[src/rtl/cpu_types_pkg.sv]
// Shared CPU types: word width, multiply/divide opcodes and the mul/div FSM states.
package cpu_types_pkg;
    localparam int XLEN = 32;

    typedef logic [XLEN-1:0] word_t;

    typedef enum logic [1:0] {MD_MULT = 2'b00, MD_MULTU, MD_DIV, MD_DIVU} muldiv_op_t;
    typedef enum logic [1:0] {MD_IDLE, MD_CALC, MD_SIGN, MD_DONE} md_state_t;

    function automatic logic is_signed_op(input muldiv_op_t op);
        return (op == MD_MULT) || (op == MD_DIV);
    endfunction

    // Magnitude of x when en is set; 0x80000000 maps to itself, which the unsigned core reads correctly.
    function automatic word_t abs_word(input word_t x, input logic en);
        return (en && x[XLEN-1]) ? -x : x;
    endfunction
endpackage

[src/rtl/muldiv_if.sv]
// Handshake/operand bundle between the EX stage and the iterative multiply/divide unit.
interface muldiv_if;
    import cpu_types_pkg::*;

    logic       start;
    muldiv_op_t md_op;
    logic       flush;
    word_t      port_A;
    word_t      port_B;
    logic       busy;
    logic       done;
    word_t      hi;
    word_t      lo;
    logic       div_zero;

    modport md (input start, md_op, flush, port_A, port_B,
                output busy, done, hi, lo, div_zero);
    modport tb (output start, md_op, flush, port_A, port_B,
                input busy, done, hi, lo, div_zero);
endinterface

[src/rtl/muldiv_step.sv]
// One CALC iteration: STEP_BITS rounds of shift-add (multiply) or restoring shift-subtract (divide).
module muldiv_step #(
    parameter int WORD_W    = 32,
    parameter int STEP_BITS = 1
) (
    input  logic [2*WORD_W-1:0] i_acc,
    input  logic [WORD_W-1:0]   i_operand,
    input  logic                i_is_div,
    output logic [2*WORD_W-1:0] o_acc
);
    logic [2*WORD_W-1:0] w_acc;
    logic [WORD_W:0]     w_rem;
    logic [WORD_W:0]     w_sum;
    logic [WORD_W-1:0]   w_diff;
    logic                w_ge;

    // acc = {upper, lower}: multiply keeps the partial product above the unconsumed multiplier,
    // divide keeps the partial remainder above the dividend/quotient shift register.
    always_comb begin
        w_acc  = i_acc;
        w_rem  = '0;
        w_sum  = '0;
        w_diff = '0;
        w_ge   = 1'b0;
        for (int i = 0; i < STEP_BITS; i++) begin
            if (i_is_div) begin
                w_rem  = {w_acc[2*WORD_W-1:WORD_W], w_acc[WORD_W-1]};
                w_ge   = (w_rem >= {1'b0, i_operand});
                w_diff = w_rem[WORD_W-1:0] - i_operand;
                w_acc  = {(w_ge ? w_diff : w_rem[WORD_W-1:0]), w_acc[WORD_W-2:0], w_ge};
            end else begin
                w_sum = {1'b0, w_acc[2*WORD_W-1:WORD_W]} + (w_acc[0] ? {1'b0, i_operand} : '0);
                w_acc = {w_sum, w_acc[WORD_W-1:1]};
            end
        end
        o_acc = w_acc;
    end
endmodule

[src/rtl/muldiv_unit.sv]
// Iterative MULT/MULTU/DIV/DIVU unit producing HI/LO; sign handled by magnitude core plus final fix-up.
// Optional MULDIV_EARLY_EXIT_EN lets multiplies finish once the remaining multiplier bits are zero.
//
//   state   | meaning
//   MD_IDLE | waiting for start
//   MD_CALC | retiring STEP_BITS bits per cycle until count reaches 0
//   MD_SIGN | sign fix-up, HI/LO/div_zero registered on exit
//   MD_DONE | one-cycle done pulse; a new start is accepted here
module muldiv_unit
    import cpu_types_pkg::*;
#(
    parameter int WORD_W    = XLEN,
    parameter int STEP_BITS = 1
) (
    input logic CLK,
    input logic nRST,
    muldiv_if.md bus
);
    localparam int N     = WORD_W / STEP_BITS;
    localparam int CNT_W = $clog2(N + 1);
    localparam logic [CNT_W-1:0] N_CNT = CNT_W'(N);

    md_state_t           r_state, w_next;
    muldiv_op_t          r_op;
    logic [2*WORD_W-1:0] r_acc, w_step_acc, w_prod;
    logic [WORD_W-1:0]   r_opnd, r_hi, r_lo, w_hi, w_lo, w_quo, w_rem, w_abs_a, w_abs_b;
    logic [CNT_W-1:0]    r_count;
    logic                r_sa, r_sb, r_div_zero;
    logic                w_load, w_calc, w_fin, w_early;
    logic                w_is_div, w_is_signed, w_neg_res, w_dz, w_ld_signed, w_ld_div;

    assign w_ld_signed = is_signed_op(bus.md_op);
    assign w_ld_div    = bus.md_op[1];
    assign w_abs_a     = abs_word(bus.port_A, w_ld_signed);
    assign w_abs_b     = abs_word(bus.port_B, w_ld_signed);
    assign w_is_div    = r_op[1];
    assign w_is_signed = is_signed_op(r_op);

`ifdef MULDIV_EARLY_EXIT_EN
    int unsigned w_shamt;
    assign w_shamt = 32'(r_count) * 32'(STEP_BITS);
    assign w_early = !w_is_div &&
                     ((r_acc[WORD_W-1:0] & ~({WORD_W{1'b1}} << w_shamt)) == '0);
`else
    assign w_early = 1'b0;
`endif

    muldiv_step #(.WORD_W(WORD_W), .STEP_BITS(STEP_BITS)) u_step (
        .i_acc     (r_acc),
        .i_operand (r_opnd),
        .i_is_div  (w_is_div),
        .o_acc     (w_step_acc)
    );

    always_ff @(posedge CLK or negedge nRST) begin
        if (!nRST) r_state <= MD_IDLE;
        else       r_state <= w_next;
    end

    always_comb begin
        w_next = r_state;
        w_load = 1'b0;
        w_calc = 1'b0;
        w_fin  = 1'b0;
        case (r_state)
            MD_IDLE, MD_DONE: begin
                w_next = MD_IDLE;
                if (bus.start) begin
                    w_next = MD_CALC;
                    w_load = 1'b1;
                end
            end
            MD_CALC: begin
                if (r_count == '0) w_next = MD_SIGN;
                else               w_calc = 1'b1;
            end
            MD_SIGN: begin
                w_fin  = 1'b1;
                w_next = MD_DONE;
            end
            default: w_next = MD_IDLE;
        endcase
        if (bus.flush) begin
            w_next = MD_IDLE;
            w_load = 1'b0;
            w_calc = 1'b0;
            w_fin  = 1'b0;
        end
    end

    // Divide-by-zero leaves |A| as remainder; the dividend-sign fix restores the original port_A.
    assign w_neg_res = w_is_signed & (r_sa ^ r_sb);
    assign w_dz      = w_is_div & (r_opnd == '0);
    assign w_prod    = w_neg_res ? -r_acc : r_acc;
    assign w_quo     = w_neg_res ? -r_acc[WORD_W-1:0] : r_acc[WORD_W-1:0];
    assign w_rem     = (w_is_signed & r_sa) ? -r_acc[2*WORD_W-1:WORD_W] : r_acc[2*WORD_W-1:WORD_W];
    assign w_hi      = w_is_div ? w_rem : w_prod[2*WORD_W-1:WORD_W];
    assign w_lo      = w_is_div ? (w_dz ? '1 : w_quo) : w_prod[WORD_W-1:0];

    always_ff @(posedge CLK or negedge nRST) begin
        if (!nRST) begin
            r_op       <= MD_MULT;
            r_acc      <= '0;
            r_opnd     <= '0;
            r_count    <= '0;
            r_sa       <= 1'b0;
            r_sb       <= 1'b0;
            r_hi       <= '0;
            r_lo       <= '0;
            r_div_zero <= 1'b0;
        end else begin
            if (w_load) begin
                r_op    <= bus.md_op;
                r_sa    <= w_ld_signed & bus.port_A[WORD_W-1];
                r_sb    <= w_ld_signed & bus.port_B[WORD_W-1];
                r_opnd  <= w_ld_div ? w_abs_b : w_abs_a;
                r_acc   <= {{WORD_W{1'b0}}, (w_ld_div ? w_abs_a : w_abs_b)};
                r_count <= N_CNT;
            end else if (w_calc) begin
`ifdef MULDIV_EARLY_EXIT_EN
                if (w_early) begin
                    r_acc   <= r_acc >> w_shamt;
                    r_count <= '0;
                end else begin
                    r_acc   <= w_step_acc;
                    r_count <= r_count - 1'b1;
                end
`else
                r_acc   <= w_step_acc;
                r_count <= r_count - 1'b1;
`endif
            end
            if (w_fin) begin
                r_hi       <= w_hi;
                r_lo       <= w_lo;
                r_div_zero <= w_dz;
            end
        end
    end

    assign bus.busy     = (r_state == MD_CALC) || (r_state == MD_SIGN);
    assign bus.done     = (r_state == MD_DONE);
    assign bus.hi       = r_hi;
    assign bus.lo       = r_lo;
    assign bus.div_zero = r_div_zero;
endmodule

[src/flat_wrapper.sv]
// flat-port wrapper written by rule: the top's interface ports become plain ports
module muldiv_unit_flat import cpu_types_pkg::*;
#(
    parameter int WORD_W    = XLEN,
    parameter int STEP_BITS = 1
)
  (CLK, nRST, bus_start, bus_md_op, bus_flush, bus_port_A, bus_port_B, bus_busy, bus_done, bus_hi, bus_lo, bus_div_zero);
  muldiv_if bus_i ();
  input logic CLK;
  input logic nRST;
  input wire logic [$bits(bus_i.start)-1:0] bus_start;
  input wire logic [$bits(bus_i.md_op)-1:0] bus_md_op;
  input wire logic [$bits(bus_i.flush)-1:0] bus_flush;
  input wire logic [$bits(bus_i.port_A)-1:0] bus_port_A;
  input wire logic [$bits(bus_i.port_B)-1:0] bus_port_B;
  output wire logic [$bits(bus_i.busy)-1:0] bus_busy;
  output wire logic [$bits(bus_i.done)-1:0] bus_done;
  output wire logic [$bits(bus_i.hi)-1:0] bus_hi;
  output wire logic [$bits(bus_i.lo)-1:0] bus_lo;
  output wire logic [$bits(bus_i.div_zero)-1:0] bus_div_zero;
  assign bus_i.start = bus_start;
  assign bus_i.md_op = bus_md_op;
  assign bus_i.flush = bus_flush;
  assign bus_i.port_A = bus_port_A;
  assign bus_i.port_B = bus_port_B;
  assign bus_busy = bus_i.busy;
  assign bus_done = bus_i.done;
  assign bus_hi = bus_i.hi;
  assign bus_lo = bus_i.lo;
  assign bus_div_zero = bus_i.div_zero;
  muldiv_unit #(.WORD_W(WORD_W), .STEP_BITS(STEP_BITS)) u_core (.CLK(CLK), .nRST(nRST), .bus(bus_i));
endmodule
[config.mk]
export PLATFORM = sky130hd
export DESIGN_NAME = muldiv_unit_flat
export DESIGN_NICKNAME = d
export VERILOG_FILES = /design/src/rtl/cpu_types_pkg.sv /design/src/rtl/muldiv_if.sv /design/src/rtl/muldiv_step.sv /design/src/rtl/muldiv_unit.sv /design/src/flat_wrapper.sv
export SDC_FILE = /design/constraint.sdc
export NUM_CORES = 1
export LEC_CHECK = 0
export CORE_MARGIN = 2
export CORE_UTILIZATION = 25
export CTS_CLUSTER_DIAMETER = 50
export DETAILED_ROUTE_END_ITERATION = 12
export PLACE_DENSITY = 0.41
export SYNTH_ARGS = -nofsm -noshare
export SYNTH_HDL_FRONTEND = slang
export SYNTH_SLANG_ARGS = --single-unit
[constraint.sdc]
create_clock -name CLK -period 4.1 [get_ports CLK]
set_input_delay 0.41 -clock CLK [delete_from_list [all_inputs] [get_ports CLK]]
set_output_delay 0.41 -clock CLK [all_outputs]
set_load 0.02 [all_outputs]
# [After elaboration in Yosys (flattened, before gate mapping)]
# Cells that the tools add are included.
[word_totals] ff_bits=173 inputBits=70 wordCells=72
[op_classes] addsub=8 order_cmp=1 eq_ne=6 muxes=29 bitwise=6 n_reduce_logical=12
[op_table] operator="$mux 32" n=11
[op_table] operator="$mux 64" n=4
[op_table] operator="$neg 32->32" n=4
[op_table] operator="$neg 64->64" n=1
[op_table] operator="$add 32x32->33" n=1
[op_table] operator="$ge 33x32->1" n=1
[op_table] operator="$logic_not 32->1" n=1
[op_table] operator="$sub 32x32->32" n=1
[op_table] operator="$mux 6" n=2
[op_table] operator="$mux 1" n=9
[op_table] operator="$eq 2x2->1 const B" n=4
[op_table] operator="$logic_not 2->1" n=3
[op_table] operator="$logic_not 6->1" n=1
[op_table] operator="$pmux 2 s3" n=1
[op_table] operator="$sub 6x1->6 const B" n=1
[op_table] operator="$and 1x1->1" n=5
[op_table] operator="$mux 2" n=2
[op_table] operator="$logic_or 1x1->1" n=3
[op_table] operator="$ne 3x2->1 const B" n=1
[op_table] operator="$eq 2x1->1 const B" n=1
[op_table] operator="$logic_and 1x1->1" n=2
[op_table] operator="$reduce_bool 2->1" n=1
[op_table] operator="$reduce_or 2->1" n=1
[op_table] operator="$xor 1x1->1" n=1

# [Logic depth before layout (Yosys ltp)]
# Gate-level depths: netlist (run 1).
[depth] ltp_word=6 ltp_mapped=14 depth_no_buf=13

# [By module]
# Synthesis (run 1) repeated with hierarchy kept, for this count alone.
[unflattened] hier_cells=1987 hier_area_um2=15726.3
[modules_own_cells] mod="muldiv_unit" n_inst=1 cells_each=1309 area_each_um2=10948.0
[modules_own_cells] mod="muldiv_step" n_inst=1 cells_each=678 area_each_um2=4778.3

# [Worst setup path before layout (run 1)]
# OpenSTA, ideal clock, no wires.
[synth_timing] path_type="reg2reg" start="reg u_core.r_acc[0]" end="reg u_core.r_acc[53]" setup_ps=122 arrival_time_ps=3079 required_time_ps=3978 slack_ps=900 path_stages_with_launch=14 n_path_buf=1 path_cell_list="dfrtp_1 inv_1 clkbuf_1 nor2_1 ha_1 and3_1 a211oi_2 a2111oi_2 a2111oi_4 o21ai_1 a31o_2 xnor2_1 nand2_1 a32o_1"
[synth_via] elab_chain_len=5
[synth_rtl] item="start, declared" line_no="muldiv_unit.sv:25" text="logic [2*WORD_W-1:0] r_acc, w_step_acc, w_prod;"
[synth_rtl] item="start signal, assigned" line_no="muldiv_unit.sv:117" text="r_acc <= {{WORD_W{1'b0}}, (w_ld_div ? w_abs_a : w_abs_b)};"
[synth_rtl] item="start signal, assigned" line_no="muldiv_unit.sv:129" text="r_acc <= w_step_acc;"
[synth_rtl] item="$mux 32" line_no="muldiv_step.sv:32" text="w_sum = {1'b0, w_acc[2*WORD_W-1:WORD_W]} + (w_acc[0] ? {1'b0, i_operand} : '0);"
[synth_rtl] item="$add 32x32->33" line_no="muldiv_step.sv:32"
[synth_rtl] item="$mux 64" line_no="muldiv_step.sv:26" text="if (i_is_div) begin"
[synth_rtl] item="$mux 64" line_no="muldiv_unit.sv:119" text="end else if (w_calc) begin"
[synth_rtl] item="$mux 64" line_no="muldiv_unit.sv:112" text="if (w_load) begin"
# Every way passes these cells. The select of a mux whose other input is x is not followed.
# A chain may end at the register's enable or synchronous reset.

# [Worst setup path after layout (run 1)]
[layout_timing] start="reg u_core.r_acc[0]" end="reg u_core.r_acc[49]"
# Same word-level chain as after synthesis.

==> results of run 1 <==
[power groups by stage]
stage                     clock [W]  sequential (W)  combinational (W)
final                       0.00165         0.00343             0.0118
after global placement            0         0.00344             0.0118
after global routing        0.00177         0.00355             0.0128
after CTS                   0.00171         0.00342             0.0117
after floorplan                   0         0.00352            0.00728
after detailed placement          0         0.00344             0.0117
[cells by family after synthesis]
family / after synthesis / synth area share (%)
adders and majority gates: 75 / 6.37
xor gates and xnor gates: 176 / 10.3
AOI/OAI and AO/OA: 634 / 26.8
and+or+nand+nor: 621 / 19.7
buffers and inverters: 181 / 4.87
muxes: 44 / 2.99
DFF: 173 / 28.9
[registers in the layout (all words and copies together) (netlist names), 2 cells and up]
register	flops
u_core.r_acc	64
u_core.r_state	2
u_core.bus.lo	32
u_core.r_count	6
u_core.r_opnd	32
u_core.bus.hi	32
u_core.r_op	2
[tightest hold or removal path: cells and delay by family (launching register included)]
| kind | cells | cell delay (ns) |
|---|---|---|
| flops | 1 | 0.34 |
| compound gates | 1 | 0.06 |
| simple gates | 1 | 0.04 |
[metal layers]
metal	track usage (%)	up-vias
li1	-	7140
met1	30.1	7455
met2	31.1	533
met3	3.53	73
met4	6.15	2
met5	0	-
[layout by cell type (no fill, tap or decap), drive strengths merged, types with 9 or more instances in the layout]
master         instances
nor2b                 10
and3                  13
nor2                 196
xnor2                113
o21a                  10
nor3                  49
a211oi                16
or3                    9
o21ai                200
buf                   92
o211ai                48
mux2i                 39
clkbuf                21
or4                   13
a21oi                193
nor4                  31
nand3                 28
o31ai                 17
o221ai                15
clkdlybuf4s50        134
nand4                 13
nand2b                15
dfrtp                173
a31oi                 20
a21o                  29
nand2                206
inv                   67
xor2                  63
ha                    73
[layout make-up]
| type | instances | area (um^2) | share of cell area [%] |
|---|---|---|---|
| Multi-Input combinational cell | 1550 | 9930 | 54.8 |
| Sequential cell | 173 | 4330 | 23.9 |
| Clock inverter | 12 | 105 | 0.580 |
| Tap cell | 773 | 967 | 5.34 |
| Clock buffer | 20 | 457 | 2.52 |
| Inverter | 64 | 240 | 1.33 |
| Timing Repair Buffer | 228 | 2080 | 11.5 |
[cells in the mapped netlist (all sizes together), types with 7 or more instances]
cell and count:
nand2 206, o21ai 200, nor2 196, a21oi 193, dfrtp 173, xnor2 113, clkbuf 91, ha 73
inv 63, xor2 63, nor3 49, o211ai 48, mux2i 39, nor4 31, a21o 29, nand3 28
buf 26, a31oi 20, o31ai 17, a211oi 16, nand2b 15, o221ai 15, and3 13, nand4 13
or4 13, nor2b 10, o21a 10, or3 9, a211o 8, and2 8, a41oi 7, o22ai 7
o41ai 7
[what timing repair did]
| item | CTS | global route |
|---|---|---|
| hold endpoints to repair | 75 | 0 |
| buffers inserted | 0 | 0 |
| hold buffers | 1 | 0 |
| resized for setup | 0 | 0 |
[through the flow]
step | power [W] | hold slack, ns | cell area, um^2 | setup slack (ns) | utilization [%]
final | 0.0169 | 0.477 | 18100 | 0.262 | 30.6
after floorplan | 0.0108 | 0.114 | 15000 | 0.900 | -
after detailed placement | 0.0151 | 0.470 | 17500 | 0.401 | 29.7
after global routing | 0.0181 | 0.500 | 18100 | 0.127 | 30.6
after CTS | 0.0169 | 0.487 | 18100 | 0.385 | 30.6
after global placement | 0.0153 | 0.463 | 17500 | 0.489 | 29.7
[how the worst min path moves through the flow]
stage                                 endpoint  cells after the start                     startpoint  slack (ns)
6_report         u_core.bus.hi[30]$_DFFE_PN0P_                      2  u_core.bus.hi[30]$_DFFE_PN0P_        0.48
5_1_grt           u_core.bus.hi[1]$_DFFE_PN0P_                      2   u_core.bus.hi[1]$_DFFE_PN0P_        0.50
4_1_cts          u_core.bus.hi[11]$_DFFE_PN0P_                      2  u_core.bus.hi[11]$_DFFE_PN0P_        0.49
3_5_place_dp     u_core.bus.hi[11]$_DFFE_PN0P_                      2  u_core.bus.hi[11]$_DFFE_PN0P_        0.47
3_3_place_gp     u_core.bus.hi[14]$_DFFE_PN0P_                      2  u_core.bus.hi[14]$_DFFE_PN0P_        0.46
2_1_floorplan  u_core.bus.div_zero$_DFFE_PN0P_                      0                           nRST        0.11
==> qor.log, run 1 <==
qor: worst_setup_path.worstPathCellList inv_1 -> buf_4 -> nor2_1 -> ha_1 -> o21a_1 -> nor2_1 -> o22ai_1 -> a2111oi_4 -> o21ai_1 -> a21boi_0 -> xor2_1 -> o21ai_0 -> o221a_2
qor: final_layout.final_net_count 2,179
qor: global_routing.number_of_antenna_violations_at_the_first_check_in_global_routing 1
qor: floorplan.pin_count 137
qor: yosys.yosysSeqAreaShare 28.9%
qor: final_layout.fill_cell_instance_count_of_the_final_layout 6,317
qor: global_routing.pin_count_of_the_biggest_net_entering_global_routing 79
qor: sta.setup-violations-final 0
qor: yosys.avgSynthCellArea 7.86 um^2
qor: worst_setup_path.required_time_of_the_worst_setup_path 4.49 ns
qor: worst_setup_path.slowest_delay 0.50 ns
qor: route.num_vias 15,200
qor: yosys.netlist_instances 1,904
qor: global_routing.first_global_vias 14,600
qor: yosys.synth.distinct_cells 96
qor: worst_setup_path.timing.critical_path.buf_inv 2
qor: sta.slew_hr 15.8%
qor: sta.tightest_slew 1.26 ns
qor: clock_tree.clkTransAtPathRegs 0.08 ns
qor: placement.inst_count_dp 2,787
qor: floorplan.die-area 61,800 um^2
qor: route.drt_wl_total 64,200 um
qor: worst_hold_path.worst_hold_path_type register to register
qor: worst_setup_path.worstSetupEndpoint u_core.r_acc[49]$_DFFE_PN0P_
qor: run.cap_viol_max_count 0
qor: clock_tree.clock_insertion_delay_worst_skew 0.51 ns
qor: route.detailroute.wirelength.met3 3970 um
qor: sta.fmax 0.261 GHz
qor: power.net-switching-power 0.00906 W
qor: global_routing.grt_remaining_overflow 0
qor: worst_setup_path.path_delay_family compound AO/OA/AOI/OAI gates
qor: route.detailed_route_iter0_violations 1,350
qor: power.power-per-cell-area 934 nW/um^2
qor: worst_setup_path.crit_type register to register
qor: clock_tree.cts_htree_levels 4
qor: yosys.synth_area_leaders sky130_fd_sc_hd__dfrtp_1, sky130_fd_sc_hd__xnor2_1, sky130_fd_sc_hd__a21oi_1, sky130_fd_sc_hd__o21ai_0, sky130_fd_sc_hd__ha_1
qor: sta.layout_worst_path_cycle_share 93.6%
qor: power.max-vdd-ir-drop 0.382 mV
qor: power.power.leakage 7.37 nW
qor: yosys.synth.ff_latch_count 173
qor: worst_setup_path.worstSetupStartpointType register
qor: floorplan.floorplan.rows 89
qor: floorplan.chipWidth 249 um
qor: sta.finalCriticalPeriod 3.84 ns
qor: sta.setup_total_negative_slack 0 ns
qor: final_layout.n_antenna_cell 0
qor: clock_tree.cts_inserted_buffers 17
qor: route.wire_per_inst 22.8 um
qor: worst_setup_path.reg2regPathDepth 13
qor: floorplan.initial_utilization 25.3%
qor: sta.clk_skew 0.0169 ns
qor: run_status.run_status complete, but fails checks
qor: route.wl_met1 31,100 um
qor: yosys.synth-edff-count 0
qor: power.power_frac_clock 9.8%
qor: worst_setup_path.crit-reg2reg-capture u_core.r_acc[49]$_DFFE_PN0P_
qor: global_routing.grt_util_all_layers 20.7%
qor: final_layout.area_growth_syn_to_layout 21.0%
qor: power.pwr-share-seq 20.2%
qor: yosys.synth.yosys.warnings 0
qor: clock_tree.cts_num_sinks 173
qor: route.pre_antenna_drt_iters 9
qor: worst_setup_path.end_kind register
qor: clock_tree.clock_tree.root_cell sky130_fd_sc_hd__clkbuf_16
qor: route.detail_route.drc_violations 12
qor: power.combPwrFrac 70.0%
qor: yosys.synth_largest_type_area_fraction 28.9%
qor: final_layout.layoutNonFillerInstCount 2,820
qor: final_layout.post_route_cells_drive_above_1_share 8.70%
qor: clock_tree.cts_buffer_depth 2
qor: global_routing.grt_pass1_wl 96,800 um
qor: placement.post-dp-hpwl 51,400 um
qor: worst_setup_path.critical_path_peak_fanout 26
qor: placement.gpl_congestion 0.961
qor: worst_setup_path.worstSetupPathDepth 13
qor: yosys.ys_dominant_reg_cell sky130_fd_sc_hd__dfrtp_1
qor: worst_setup_path.worst_setup_path_start u_core.r_acc[0]$_DFFE_PN0P_
qor: worst_setup_path.critical-path-top-cell-by-count sky130_fd_sc_hd__nor2_1
qor: route.avgViaCountPerCell 5.39
qor: power.intPower 0.00786 W
qor: worst_setup_path.worstPathArrival 4.23 ns
qor: placement.io_buffer_count 136
qor: worst_setup_path.timing.reg2reg.setup_slack 0.26 ns
qor: route.route.met2.wl 27,700 um
qor: sta.final_max_slew_viol_count 0
qor: sta.count_of_endpoints_failing_hold_in_the_final_timing_report 0
qor: sta.rsz0062_at_grt no
qor: yosys.yosys.area.top_type sky130_fd_sc_hd__dfrtp_1
qor: floorplan.die_h 249 um
qor: route.antenna_left 0
qor: clock_tree.cts_tree yes
qor: power.switching_share 53.5%
qor: worst_setup_path.critPathSlowestCell sky130_fd_sc_hd__a2111oi_4
qor: run_status.violations design-rule violations
qor: yosys.syn_nets 2,049
qor: route.topRoutingLayerUsed met5
qor: yosys.synth_async_sr_flop_share 100%
qor: floorplan.coreArea 59,100 um^2
qor: worst_setup_path.r2r-start u_core.r_acc[0]$_DFFE_PN0P_
qor: yosys.netlist_area 15,000 um^2
Power figures use the tool's default switching activity.
==> run 2, diff against run 1 <==
Settings changed: CORE_MARGIN 2 to default.
==> qor.log, run 2 (same netlist as run 1, synthesis figures left out) <==
qor: global_routing.grt_pass1_wl 96,200 um
qor: worst_setup_path.end_kind register
qor: clock_tree.cts_buffer_depth 2
qor: placement.gpl_congestion 0.953
qor: clock_tree.clkTransAtPathRegs 0.08 ns
qor: floorplan.pin_count 137
qor: power.power.leakage 7.34 nW
qor: sta.fmax 0.262 GHz
qor: final_layout.final_cell_area 18,100 um^2
qor: route.antenna_left 0
qor: worst_setup_path.r2r-start u_core.r_acc[0]$_DFFE_PN0P_
qor: clock_tree.cts_num_sinks 173
qor: final_layout.n_antenna_cell 0
qor: sta.rsz0062_at_grt no
qor: clock_tree.cts-resized-gates 0
qor: floorplan.coreArea 59,000 um^2
qor: run_status.run_status complete, but fails checks
qor: placement.io_buffer_count 136
qor: global_routing.number_of_antenna_violations_at_the_first_check_in_global_routing 0
qor: route.detailed_route_iter0_violations 1,200
qor: final_layout.postLayoutCoreUtil 30.6%
qor: worst_setup_path.crit-reg2reg-capture u_core.r_acc[58]$_DFFE_PN0P_
qor: route.pre_antenna_drt_iters 5
qor: worst_setup_path.worstSetupStartpointType register
qor: worst_setup_path.reg2regPathDepth 11
qor: final_layout.register_with_the_most_flip_flops u_core.r_acc
qor: sta.clk_skew 0.0164 ns
qor: run.cap_viol_max_count 0
qor: final_layout.largest_reg_flops 64
qor: worst_setup_path.worstPathArrival 4.21 ns
qor: final_layout.final_net_count 2,170
qor: power.max-vdd-ir-drop 0.440 mV
qor: global_routing.first_global_vias 14,500
qor: sta.layout_worst_path_cycle_share 93.1%
qor: clock_tree.clock_insertion_delay_worst_skew 0.50 ns
qor: placement.post-dp-hpwl 50,400 um
qor: floorplan.initial_utilization 25.4%
qor: clock_tree.cts_inserted_buffers 17
qor: floorplan.chipWidth 247 um
qor: clock_tree.ctsHoldBuffers 0
qor: worst_hold_path.worst_hold_path_type input pin to async pin
qor: global_routing.grt_util_all_layers 21.2%
qor: worst_setup_path.crit_type register to register
qor: floorplan.die-area 60,800 um^2
qor: sta.final_max_slew_viol_count 0
qor: sta.setup_total_negative_slack 0 ns
qor: power.power-per-cell-area 932 nW/um^2
qor: sta.count_of_endpoints_failing_hold_in_the_final_timing_report 5
qor: clock_tree.clock_tree.root_cell sky130_fd_sc_hd__clkbuf_16
qor: placement.postPlaceCellArea 17,500 um^2
qor: floorplan.die_h 247 um
qor: global_routing.pin_count_of_the_biggest_net_entering_global_routing 94
qor: final_layout.mostFrequentLayoutCell sky130_fd_sc_hd__nand2_1
qor: global_routing.grt_remaining_overflow 0
qor: run_status.violations negative hold slack
qor: sta.slew_hr 27.9%
qor: worst_setup_path.required_time_of_the_worst_setup_path 4.49 ns
qor: final_layout.post_route_cells_drive_above_1_share 8.34%
qor: clock_tree.cts_htree_levels 4
qor: sta.setup-violations-final 0
qor: route.drt_wl_total 63,700 um
qor: floorplan.floorplan.rows 89
qor: sta.finalCriticalPeriod 3.82 ns
qor: clock_tree.cts_tree yes
qor: final_layout.most-common-layout-cells sky130_fd_sc_hd__nand2_1, sky130_fd_sc_hd__nor2_1, sky130_fd_sc_hd__a21oi_1
qor: power.post_layout_power 0.0168 W
qor: worst_setup_path.critical_path_peak_fanout 21
qor: worst_setup_path.timing.reg2reg.setup_slack 0.28 ns
qor: clock_tree.post_cts_repair_setup_buffers 0
qor: route.avgViaCountPerCell 5.32
qor: sta.timing.hold.ws -0.00856 ns
qor: sta.tightest_slew 1.08 ns
qor: final_layout.area_growth_syn_to_layout 20.8%
qor: route.detail_route.drc_violations 0
qor: route.num_vias 14,900
qor: route.wire_per_inst 22.6 um
## run 2: stage by stage
step | worst slack, ns | hold slack [ns] | cells
after detailed placement | 0.291 | 0.470 | 2779
after global routing | 0.134 | 0.0296 | 2811
final | 0.284 | -0.00856 | 2811
after floorplan | 0.900 | 0.114 | 1904
after global placement | 0.394 | 0.462 | 2779
after CTS | 0.309 | 0.0178 | 2811
## run 2: cell type report
| type | instances | area [um^2] |
|---|---|---|
| tap | 773 | 967 |
| clock inverter | 13 | 159 |
| fill | 6422 | 40900 |
| clock buffer | 19 | 443 |
| multi-input combinational | 1550 | 9930 |
| sequential | 173 | 4330 |
| inverter | 64 | 240 |
| timing repair buffer | 219 | 2010 |
## run 2: report_power, final
group | internal [W] | total (W) | leakage [nW] | switching [W]
clock | 0.000929 | 0.00174 | 0.291 | 0.000813
combinational | 0.00452 | 0.0117 | 4.91 | 0.00719
sequential | 0.00252 | 0.00339 | 2.14 | 0.000877
## run 2: worst max path at each step
stage | start | to | slack [ns] | depth (start not counted)
finish | u_core.r_acc[0]$_DFFE_PN0P_ | u_core.r_acc[58]$_DFFE_PN0P_ | 0.28 | 11
global placement | u_core.r_opnd[30]$_DFFE_PN0P_ | u_core.r_acc[60]$_DFFE_PN0P_ | 0.39 | 15
floorplan | u_core.r_acc[0]$_DFFE_PN0P_ | u_core.r_acc[53]$_DFFE_PN0P_ | 0.90 | 13
CTS | u_core.r_acc[0]$_DFFE_PN0P_ | u_core.r_acc[63]$_DFFE_PN0P_ | 0.31 | 12
detailed placement | u_core.r_acc[0]$_DFFE_PN0P_ | u_core.r_acc[63]$_DFFE_PN0P_ | 0.29 | 12
global route | u_core.r_opnd[30]$_DFFE_PN0P_ | u_core.r_acc[61]$_DFFE_PN0P_ | 0.13 | 14
## run 2: critical path, cell delays in order, from the launching register on
cell and delay [ns]:
sky130_fd_sc_hd__dfrtp_1 0.46, sky130_fd_sc_hd__inv_1 0.38, sky130_fd_sc_hd__buf_4 0.37, sky130_fd_sc_hd__nor2_1 0.10, sky130_fd_sc_hd__ha_1 0.45, sky130_fd_sc_hd__nand4_1 0.20
sky130_fd_sc_hd__o41a_1 0.52, sky130_fd_sc_hd__o22ai_1 0.45, sky130_fd_sc_hd__a21oi_1 0.23, sky130_fd_sc_hd__xnor2_1 0.18, sky130_fd_sc_hd__o2bb2ai_1 0.13, sky130_fd_sc_hd__a211o_1 0.22
## run 2: per-layer routing
metal | global-route usage [%] | share of wire, % | up-vias
li1 | - | - | 7113
met1 | 30.7 | 50 | 7371
met2 | 32.8 | 44 | 401
met3 | 2.73 | 3.7 | 57
met4 | 5.76 | 2.0 | 0
met5 | 0 | 0 | -
==> run 3, diff against run 2 <==
Settings changed: CORE_ASPECT_RATIO from default to 0.8, DONT_BUFFER_PORTS from default to 1, PLACE_DENSITY 0.41 to 0.38.
==> qor.log, run 3 (same netlist as run 1, synthesis figures left out) <==
qor: run_status.run_status complete, but fails checks
qor: run_status.violations negative hold slack
qor: clock_tree.clkTransAtPathRegs 0.09 ns
qor: final_layout.area_growth_syn_to_layout 10.0%
qor: final_layout.final_net_count 2,008
qor: clock_tree.cts_tree yes
qor: final_layout.multi_input_comb_area 9930 um^2
qor: sta.clk_skew 0.0200 ns
qor: global_routing.first_global_vias 13,000
qor: placement.inst_count_dp 2,613
qor: worst_setup_path.end_kind register
qor: floorplan.initial_utilization 25.5%
qor: global_routing.number_of_antenna_violations_at_the_first_check_in_global_routing 1
qor: sta.rsz0062_at_grt no
qor: worst_setup_path.critical_path_peak_fanout 27
qor: route.avgViaCountPerCell 5.37
qor: sta.finalCriticalPeriod 3.87 ns
qor: worst_setup_path.path_delay_family compound AO/OA/AOI/OAI gates
qor: final_layout.most-common-layout-cells sky130_fd_sc_hd__nand2_1, sky130_fd_sc_hd__nor2_1, sky130_fd_sc_hd__a21oi_1
qor: clock_tree.cts_htree_levels 4
qor: placement.post-dp-hpwl 50,400 um
qor: sta.fmax 0.258 GHz
qor: final_layout.mostFrequentLayoutCell sky130_fd_sc_hd__nand2_1
qor: global_routing.grt_pass1_wl 92,700 um
qor: floorplan.die-area 60,800 um^2
qor: placement.io_buffer_count 0
qor: worst_setup_path.worstPathArrival 4.22 ns
qor: worst_setup_path.worstPathCellList inv_1 -> buf_4 -> nor2_1 -> ha_1 -> o21a_1 -> nor2_1 -> o22ai_1 -> a2111oi_4 -> o21ai_1 -> a21oi_1 -> a21oi_1 -> xnor2_1 -> a221oi_2
qor: floorplan.chipWidth 276 um
qor: sta.tightest_slew 0.979 ns
qor: global_routing.grt_util_all_layers 20.8%
qor: final_layout.largest_reg_flops 64
qor: power.power.leakage 6.67 nW
qor: floorplan.coreArea 58,600 um^2
qor: worst_setup_path.crit_type register to register
qor: clock_tree.cts_inserted_buffers 17
qor: power.power_frac_clock 9.9%
qor: route.num_vias 14,200
qor: final_layout.fill_cell_instance_count_of_the_final_layout 6,345
qor: worst_setup_path.critPathSlowestCell sky130_fd_sc_hd__a2111oi_4
qor: worst_setup_path.required_time_of_the_worst_setup_path 4.45 ns
qor: power.net-switching-power 0.00918 W
qor: global_routing.grt_remaining_overflow 0
qor: clock_tree.clock_tree.root_cell sky130_fd_sc_hd__clkbuf_16
qor: final_layout.layoutNonFillerInstCount 2,646
qor: sta.setup_total_negative_slack 0 ns
qor: power.pwr-share-seq 24.2%
qor: power.combPwrFrac 65.9%
qor: power.switching_share 56.3%
qor: floorplan.pin_count 137
qor: worst_setup_path.slowest_delay 0.46 ns
qor: placement.gpl_congestion 0.916
qor: route.pre_antenna_drt_iters 7
qor: worst_hold_path.worst_hold_path_type input pin to async pin
qor: sta.setup-violations-final 0
qor: floorplan.floorplan.rows 79
qor: power.intPower 0.00713 W
qor: worst_setup_path.worstSetupStartpointType register
qor: power.max-vdd-ir-drop 0.366 mV
qor: final_layout.register_with_the_most_flip_flops u_core.r_acc
qor: route.detailed_route_iter0_violations 1,284
qor: power.power-per-cell-area 990 nW/um^2
qor: sta.slew_hr 34.5%
qor: worst_setup_path.timing.critical_path.buf_inv 2
qor: sta.count_of_endpoints_failing_hold_in_the_final_timing_report 173
qor: route.detail_route.drc_violations 0
qor: final_layout.post_route_cells_drive_above_1_share 7.57%
qor: floorplan.die_h 221 um
qor: route.wire_per_inst 24.1 um
qor: route.drt_wl_total 63,700 um
qor: run.cap_viol_max_count 0
qor: clock_tree.cts_num_sinks 173
qor: sta.final_max_slew_viol_count 0
qor: final_layout.seq_area 4330 um^2
qor: clock_tree.cts_buffer_depth 2
qor: global_routing.pin_count_of_the_biggest_net_entering_global_routing 174
qor: route.antenna_left 0
qor: sta.timing.hold.ws -0.383 ns
qor: clock_tree.clock_insertion_delay_worst_skew 0.49 ns
qor: sta.layout_worst_path_cycle_share 94.4%
## run 3: changes by cell type in the layout (fill, tap and decap cells not counted), moves of 2 or more
cell / before / now
sky130_fd_sc_hd__clkdlybuf4s50_1: 134 / 0
sky130_fd_sc_hd__buf_4: 81 / 55
sky130_fd_sc_hd__bufinv_16: 2 / 0
sky130_fd_sc_hd__clkbuf_1: 1 / 3
sky130_fd_sc_hd__clkbuf_8: 2 / 0
## run 3: cell type report
cell class / instances / share of cell area [%]
antenna: 1 / 0.0152
sequential: 173 / 26.3
tap: 769 / 5.84
clock inverter: 12 / 0.661
inverter: 64 / 1.46
timing repair buffer: 57 / 2.75
clock buffer: 20 / 2.65
multi-input combinational: 1550 / 60.3
## run 3: worst paths after layout
| path | startpoint | end | slack, ns | cells after the start |
|---|---|---|---|---|
| max | u_core.r_acc[0]$_DFFE_PN0P_ | u_core.r_acc[61]$_DFFE_PN0P_ | 0.23 | 13 |
| min reg2reg | u_core.r_opnd[13]$_DFFE_PN0P_ | u_core.r_opnd[13]$_DFFE_PN0P_ | 0.52 | 2 |
| min in group CLK | bus_md_op[0] | u_core.r_op[0]$_DFFE_PN0P_ | 0.09 | 2 |
| min | nRST | u_core.r_acc[58]$_DFFE_PN0P_ | -0.38 | 0 |
| max reg2reg | u_core.r_acc[0]$_DFFE_PN0P_ | u_core.r_acc[61]$_DFFE_PN0P_ | 0.23 | 13 |
| max in group asynchronous | nRST | u_core.r_acc[38]$_DFFE_PN0P_ | 4.10 | 0 |
## run 3: metrics by stage
stage	utilization, %	cell area, um^2	hold WS (ns)	power, W	setup slack, ns
final	28.1	16500	-0.383	0.0163	0.228
after global placement	27.1	15900	0.121	0.0146	0.0880
after CTS	28.1	16500	-0.438	0.0162	0.103
after detailed placement	27.1	15900	0.121	0.0145	0.131
after floorplan	-	15000	0.114	0.0108	0.900
after global routing	28.1	16500	-0.419	0.0175	0.0165
## run 3: power by group through the flow
stage               Combinational, W  Clock, W  Sequential, W
floorplan                    0.00728         0        0.00352
global placement              0.0107         0        0.00395
detailed placement            0.0106         0        0.00395
CTS                           0.0106   0.00169        0.00392
global route                  0.0117   0.00174        0.00405
finish                        0.0107   0.00162        0.00394
## run 3: worst reg2reg max path, delay by kind of cell, from the launching register on
family / cells / cell delay [ns]
AOI/OAI and AO/OA: 7 / 1.83
and+or+nand+nor: 2 / 0.35
adders and majority gates: 1 / 0.36
buffers and inverters: 2 / 0.61
DFF: 1 / 0.44
xor gates and xnor gates: 1 / 0.15
## run 3: timing repair
action / CTS / global route
setup buffers: 0 / 0
endpoints found under the setup margin: 0 / 1
resized for setup: 0 / 1
endpoints found under the hold margin: 173 / 173
## run 3: layer usage
metal  up-vias  wire [um]  GRT usage (%)
met5         -        104           1.28
met2       440      24600           26.8
li1       6800          -              -
met4         2        880           4.42
met1      6939      33500           32.9
met3        40       4680           5.79
